==> config.mk <==
export PLATFORM = sky130hd
export DESIGN_NAME = lcd_cmd_seq
export DESIGN_NICKNAME = d
export VERILOG_FILES = /design/src/rtl/lcd_cmd_seq.sv
export SDC_FILE = /design/constraint.sdc
export NUM_CORES = 1
export LEC_CHECK = 0
export CORE_ASPECT_RATIO = 0.7
export CORE_MARGIN = 2
export CORE_UTILIZATION = 58
export DETAILED_ROUTE_END_ITERATION = 10
export GPL_TIMING_DRIVEN = 1
export PLACE_DENSITY = 0.88
export SLEW_MARGIN = 5
export SYNTH_ARGS = -nofsm -noshare
export SYNTH_HDL_FRONTEND = slang
export SYNTH_SLANG_ARGS = --single-unit
==> constraint.sdc <==
create_clock -name clk -period 2 [get_ports clk]
set_input_delay 0.2 -clock clk [delete_from_list [all_inputs] [get_ports clk]]
set_output_delay 0.2 -clock clk [all_outputs]
set_load 0.03 [all_outputs]
==> src/rtl/lcd_cmd_seq.sv <==
`default_nettype none
// ============================================================================
// Module   : lcd_cmd_seq
// Summary  : Command sequencer feeding the LCD image controller. Commands are
//            loaded into a circular FIFO, then issued one strobe at a time,
//            paced against the controller's busy flag, ending on write (0).
// Options  : LCD_CMD_SEQ_AUTO_WRITE_EN - when the FIFO runs dry after at
//            least one command was issued, issue a synthetic write command.
// Revision : 1.0 - initial release
// ============================================================================
module lcd_cmd_seq #(
  parameter int DEPTH = 16,
  parameter int AW    = 4,
  parameter int CNT_W = 8
) (
  input  logic             clk,
  input  logic             reset,
  input  logic [3:0]       in_cmd,
  input  logic             in_valid,
  output logic             in_ready,
  input  logic             start,
  input  logic             busy,
  input  logic             done,
  output logic [3:0]       cmd,
  output logic             cmd_valid,
  output logic             seq_done,
  output logic             err_badcmd,
  output logic [CNT_W-1:0] issued_cnt
);

  // Highest opcode the controller understands; anything above is rejected.
  localparam logic [3:0]  c_max_cmd   = 4'd11;
  localparam logic [3:0]  c_write_cmd = 4'd0;
  // Pointer XOR pattern meaning "same slot, different lap" (FIFO full).
  localparam logic [AW:0] c_full_xor  = {1'b1, {AW{1'b0}}};

  typedef enum logic [2:0] {
    S_LOAD      = 3'd0,
    S_WAIT_RDY  = 3'd1,
    S_ISSUE     = 3'd2,
    S_GAP       = 3'd3,
    S_WAIT_DONE = 3'd4,
    S_DONE      = 3'd5
  } state_t;

  state_t           r_state;
  state_t           w_state_nxt;

  logic [3:0]       r_mem [DEPTH];
  logic [AW:0]      r_wr_ptr;
  logic [AW:0]      r_rd_ptr;
  logic             w_full;
  logic             w_empty;
  logic             w_enq_fire;
  logic             w_enq;
  logic             w_deq;
  logic [3:0]       w_head;

  logic [3:0]       r_cmd;
  logic [3:0]       w_cmd_nxt;
  logic             r_cmd_valid;
  logic             w_cmd_valid_nxt;
  logic             w_cnt_inc;
  logic             r_err_badcmd;
  logic [CNT_W-1:0] r_issued_cnt;

  // FIFO status derived from the registered pointers only.
  assign w_full     = ((r_wr_ptr ^ r_rd_ptr) == c_full_xor);
  assign w_empty    = (r_wr_ptr == r_rd_ptr);
  assign in_ready   = !w_full && (r_state != S_DONE);
  assign w_enq_fire = in_valid && in_ready;
  assign w_enq      = w_enq_fire && (in_cmd <= c_max_cmd);
  assign w_head     = r_mem[r_rd_ptr[AW-1:0]];

  assign cmd        = r_cmd;
  assign cmd_valid  = r_cmd_valid;
  assign seq_done   = (r_state == S_DONE);
  assign err_badcmd = r_err_badcmd;
  assign issued_cnt = r_issued_cnt;

  // FIFO storage; contents need no reset because the pointers define validity.
  always_ff @(posedge clk) begin
    if (w_enq) begin
      r_mem[r_wr_ptr[AW-1:0]] <= in_cmd;
    end
  end

  // FIFO pointers; reset flushes the queue.
  always_ff @(posedge clk) begin
    if (reset) begin
      r_wr_ptr <= '0;
      r_rd_ptr <= '0;
    end else begin
      if (w_enq) begin
        r_wr_ptr <= r_wr_ptr + 1'b1;
      end
      if (w_deq) begin
        r_rd_ptr <= r_rd_ptr + 1'b1;
      end
    end
  end

  // State register.
  always_ff @(posedge clk) begin
    if (reset) begin
      r_state <= S_LOAD;
    end else begin
      r_state <= w_state_nxt;
    end
  end

  // Next-state logic plus the values the output registers load at this edge.
  always_comb begin
    w_state_nxt     = r_state;
    w_deq           = 1'b0;
    w_cmd_nxt       = c_write_cmd;
    w_cmd_valid_nxt = 1'b0;
    w_cnt_inc       = 1'b0;
    case (r_state)
      S_LOAD: begin
        if (start) begin
          w_state_nxt = S_WAIT_RDY;
        end
      end
      S_WAIT_RDY: begin
        if (!busy) begin
          if (!w_empty) begin
            w_state_nxt     = S_ISSUE;
            w_cmd_nxt       = w_head;
            w_cmd_valid_nxt = 1'b1;
            w_deq           = 1'b1;
            w_cnt_inc       = 1'b1;
          end
`ifdef LCD_CMD_SEQ_AUTO_WRITE_EN
          else if (r_issued_cnt != '0) begin
            // Queue ran dry mid-sequence: close it with a write command.
            w_state_nxt     = S_ISSUE;
            w_cmd_nxt       = c_write_cmd;
            w_cmd_valid_nxt = 1'b1;
            w_cnt_inc       = 1'b1;
          end
`endif
        end
      end
      S_ISSUE: begin
        // r_cmd holds the command strobed this cycle.
        if (r_cmd == c_write_cmd) begin
          w_state_nxt = S_WAIT_DONE;
        end else begin
          w_state_nxt = S_GAP;
        end
      end
      S_GAP: begin
        // Gives the controller a cycle to raise busy for the previous command.
        w_state_nxt = S_WAIT_RDY;
      end
      S_WAIT_DONE: begin
        if (done) begin
          w_state_nxt = S_DONE;
        end
      end
      S_DONE: begin
        w_state_nxt = S_DONE;
      end
      default: begin
        w_state_nxt = S_LOAD;
      end
    endcase
  end

  // Registered command outputs; cmd idles at 0 whenever no strobe is present.
  always_ff @(posedge clk) begin
    if (reset) begin
      r_cmd       <= c_write_cmd;
      r_cmd_valid <= 1'b0;
    end else begin
      r_cmd       <= w_cmd_nxt;
      r_cmd_valid <= w_cmd_valid_nxt;
    end
  end

  // Saturating count of issued commands.
  always_ff @(posedge clk) begin
    if (reset) begin
      r_issued_cnt <= '0;
    end else if (w_cnt_inc && (r_issued_cnt != {CNT_W{1'b1}})) begin
      r_issued_cnt <= r_issued_cnt + 1'b1;
    end
  end

  // Sticky flag for rejected opcodes offered to the FIFO.
  always_ff @(posedge clk) begin
    if (reset) begin
      r_err_badcmd <= 1'b0;
    end else if (w_enq_fire && (in_cmd > c_max_cmd)) begin
      r_err_badcmd <= 1'b1;
    end
  end

endmodule
`default_nettype wire

==> metrics.md <==
| Metric | Value |
|---|---|
| Outcome | `finished clean` |
| Avg Cell Area, Syn | `14.18 um^2` |
| Top_reg_cell synth | `edfxtp_1` |
| Synth warn | `0` |
| Maximum number of pins on one net before global-route repair | `21` |
| Worst-case reg-to-reg path depth | `5` |
| Maximum vdd drop | `489.4 uV` |
| Grt ovf | `0` |
| Synth top cells by count | `edfxtp_1, dfxtp_1, nor2_1` |
| Flops & latches, synth | `91` |
| Most frequent cell after synthesis | `edfxtp_1` |
| Hold Path Class | `reg2reg` |
| RR Startpoint | `r_wr_ptr[2]` |
| CTS root buffer | `clkbuf_8` |
| Pleak | `between 1.5 and 2 nW` |
| CTS Buffer Depth | `2` |
| Drt wl/cell | `roughly 20 um` |
| DPL Wire Length | `5743 um` |
| Reg-to-reg critical path endpoint | `r_wr_ptr[4]` |
| Switching power | `roughly 850 uW` |
| Final net count | `329` |
| Maxcap violations | `0` |
| Antenna cells | `0` |
| Die Wd | `101.8 um` |
| Area Growth Syn to Fin | `16.19%` |
| Placement Cell Area | `4295 um^2` |
| Mapped Cells | `~270` |
| Final instance area | `4516 um^2` |
| Min Clock Period, post-route | `1.935 ns` |
| Pwr dens | `about 800 nW/um^2` |
| # setup viols final | `0` |
| CTS tree | `yes` |
| Gr usage total | `0.2429` |
| Hold_buf cts | `0` |
| Tightest Pin Transition | `0.6116 ns` |
| Clock sinks | `91` |
| Net Sw Frac | `0.2388` |
| Hold Path Stages | `1` |
| Num CTS Buffers | `9` |
| Total chip power | `3.566 mW` |
| Die Span Y | `72.49 um` |
| Arrival time at the worst endpoint | `1.73 ns` |
| DRT iter0 DRCs | `259` |
| Vias in the first global route | `2424` |
| Post-Syn Area | `3886 um^2` |
| Post-Layout Cell Count | `409` |
| Register-to-Register Setup Slack | `around 0.10 ns` |
| Final ANT Viol Nets | `0` |
| Worst setup path end | `in_ready` |
| Total wire length | `a little over 8000 um` |
| Vias per cell | `between 6 and 7` |
| Post-synthesis sequential area ratio | `0.6336` |
| Via count | `2496` |
| WS Path Type | `reg2out` |
| Comb pwr share | `0.090` |
| Worst-path clk slew | `0.09 ns` |
| Core Area | `6366 um^2` |
| Hold Vio Cnt, Final | `0` |
| Area leader, netlist | `edfxtp_1` |
| DR pass1 iterations | `5` |
| Setup crit start | `r_wr_ptr[2]` |
| First-pass GRT wire length | `between 10000 and 15000 um` |
| Worst setup SP type | `flip-flop` |
| CP endpoint kind | `output port` |
| Maximum clock frequency | `516.8 MHz` |
| P_int | `between 2 and 3 mW` |
| Slew Limit Fails | `0` |
| Slew margin rel. | `0.5910` |
| CP max-delay cell | `dlygate4sd2_1` |
| Final worst slack | `0.06516 ns` |
| Clk_lat worst skew | `0.36 ns` |
| Initial antenna violation count | `0` |
| CP max FO | `6` |
| # IOs | `26` |
| Distinct cell type count after synthesis | `46` |
| Ys async rst share | `0` |
| Final setup TNS | `0 ns` |
| Postcts setup bufs | `0` |
| I/O Buffers | `25` |
| Final GP Congestion | `0.8394` |
| Critical-path cell list | `xnor2_2, nand4_4, nor2_2, nor2_1, dlygate4sd2_1` |
| Area contributors post-synth | `edfxtp_1, dfxtp_1, mux4_2, and3_1, ha_1` |
| Share of the synthesized area in the top cell type | `0.4945` |
| Slowest stage delay, CP | `0.35 ns` |
| Initial Utilization | `0.6105` |
| Setup WS pre-CTS | `between 0.06 and 0.07 ns` |
| Mapped Nets | `290` |
| Die ar. | `7382 um^2` |
| Clock Skews | `0.01064 ns` |
| H-tree lvl count | `3` |
| # DRC | `0` |
| Final period util | `0.9674` |
| Cell Rows | `24` |
| WP data required | `1.80 ns` |
| Share of layout cells above drive strength 1 | `0.1981` |
| EDFF count, synth | `64` |
| Sequential power share | `0.585` |
| Placed Cells | `393` |
| Clock Power Share | `0.325` |
-- layout by cell type, fill, tap and decap left out, types with 7 or more instances in the layout --
| cell | synthesis | routed |
|---|---|---|
| edfxtp_1 | 64 | 64 |
| dfxtp_1 | 27 | 26 |
| clkdlybuf4s50_1 | 0 | 23 |
| nor2_1 | 18 | 17 |
| mux4_2 | 16 | 16 |
| buf_4 | 1 | 15 |
| and3_1 | 13 | 13 |
| nor2b_1 | 10 | 10 |
| nand2_1 | 10 | 10 |
| nor3_1 | 10 | 10 |
| a21oi_1 | 10 | 10 |
| inv_1 | 9 | 9 |
| clkbuf_8 | 0 | 9 |
| o22ai_1 | 8 | 8 |
| o21ai_0 | 7 | 7 |
-- routing by layer --
layer / track usage / part of all wire / wire (um)
met1: 0.3587 / 0.44 / 3601
met2: 0.3523 / 0.46 / 3761
met3: 0.08092 / 0.091 / 746
met4: 0.06222 / 0.014 / 112
met5: 0 / 0 / 0
-- per-stage QoR --
stage | hold WS (ns) | util
floorplan | 0.2989 | -
global placement | 0.4583 | 0.6747
detailed placement | 0.4822 | 0.6747
CTS | 0.5024 | 0.7038
global route | 0.5357 | 0.7093
finish | 0.5012 | 0.7093
-- power groups by stage --
stage / registers [mW] / clock network, mW / logic [mW]
after floorplan: 2.13 / 0 / 0.180
after global placement: 2.13 / 0 / 0.293
after detailed placement: 2.13 / 0 / 0.304
after CTS: 2.08 / 1.17 / 0.306
after global routing: 2.09 / 1.24 / 0.353
final: 2.09 / 1.16 / 0.322
-- logic make-up (layout without fill, tap and decap cells) --
logic type,Yosys count,in the layout,synth area share
AO/OA/AOI/OAI,33,33,0.05313
XOR/XNOR,10,10,0.02447
adder cells (fa/ha/maj),6,6,0.01932
buffers and inverters,21,65,0.02608
flip-flops,91,91,0.6336
multiplexers,24,24,0.1159
AND/OR/NAND/NOR,89,89,0.1275
-- timing repair --
action,in CTS,in global routing
gates resized for setup,2,6
setup endpoints to repair,2,12
endpoints found under the hold margin,0,0
-- sequential cells by signal, summed over array words and instances (netlist names) --
signal      cells
r_wr_ptr        5
cmd_valid       1
err_badcmd      1
r_mem          64
r_state         3
cmd             4
issued_cnt      8
r_rd_ptr        5
-- worst max-delay path: cells and delay by family (launching register included) --
family / cells / cell delay, ns
flip-flops: 1 / 0.34
AND/OR/NAND/NOR: 3 / 0.41
buffers and inverters: 1 / 0.35
XOR/XNOR: 1 / 0.27
-- worst min-delay path by stage --
stage / slack [ns] / startpoint / end
6_report: 0.50 / err_badcmd / err_badcmd
5_1_grt: 0.54 / err_badcmd / err_badcmd
4_1_cts: 0.50 / err_badcmd / err_badcmd
3_5_place_dp: 0.48 / err_badcmd / err_badcmd
3_3_place_gp: 0.46 / err_badcmd / err_badcmd
2_1_floorplan: 0.30 / in_cmd[0] / r_mem[0][0]
-- layout make-up --
class                   instances  area (um^2)
well taps                      91        113.9
flip-flops and latches         91         2464
clock buffers                  11        152.6
multi-input cells             162         1356
fillers                       421         1851
clock inverters                 5        35.03
repair buffers                 40        360.3
inverters                       9        33.78
Power figures use the tool's default switching activity.
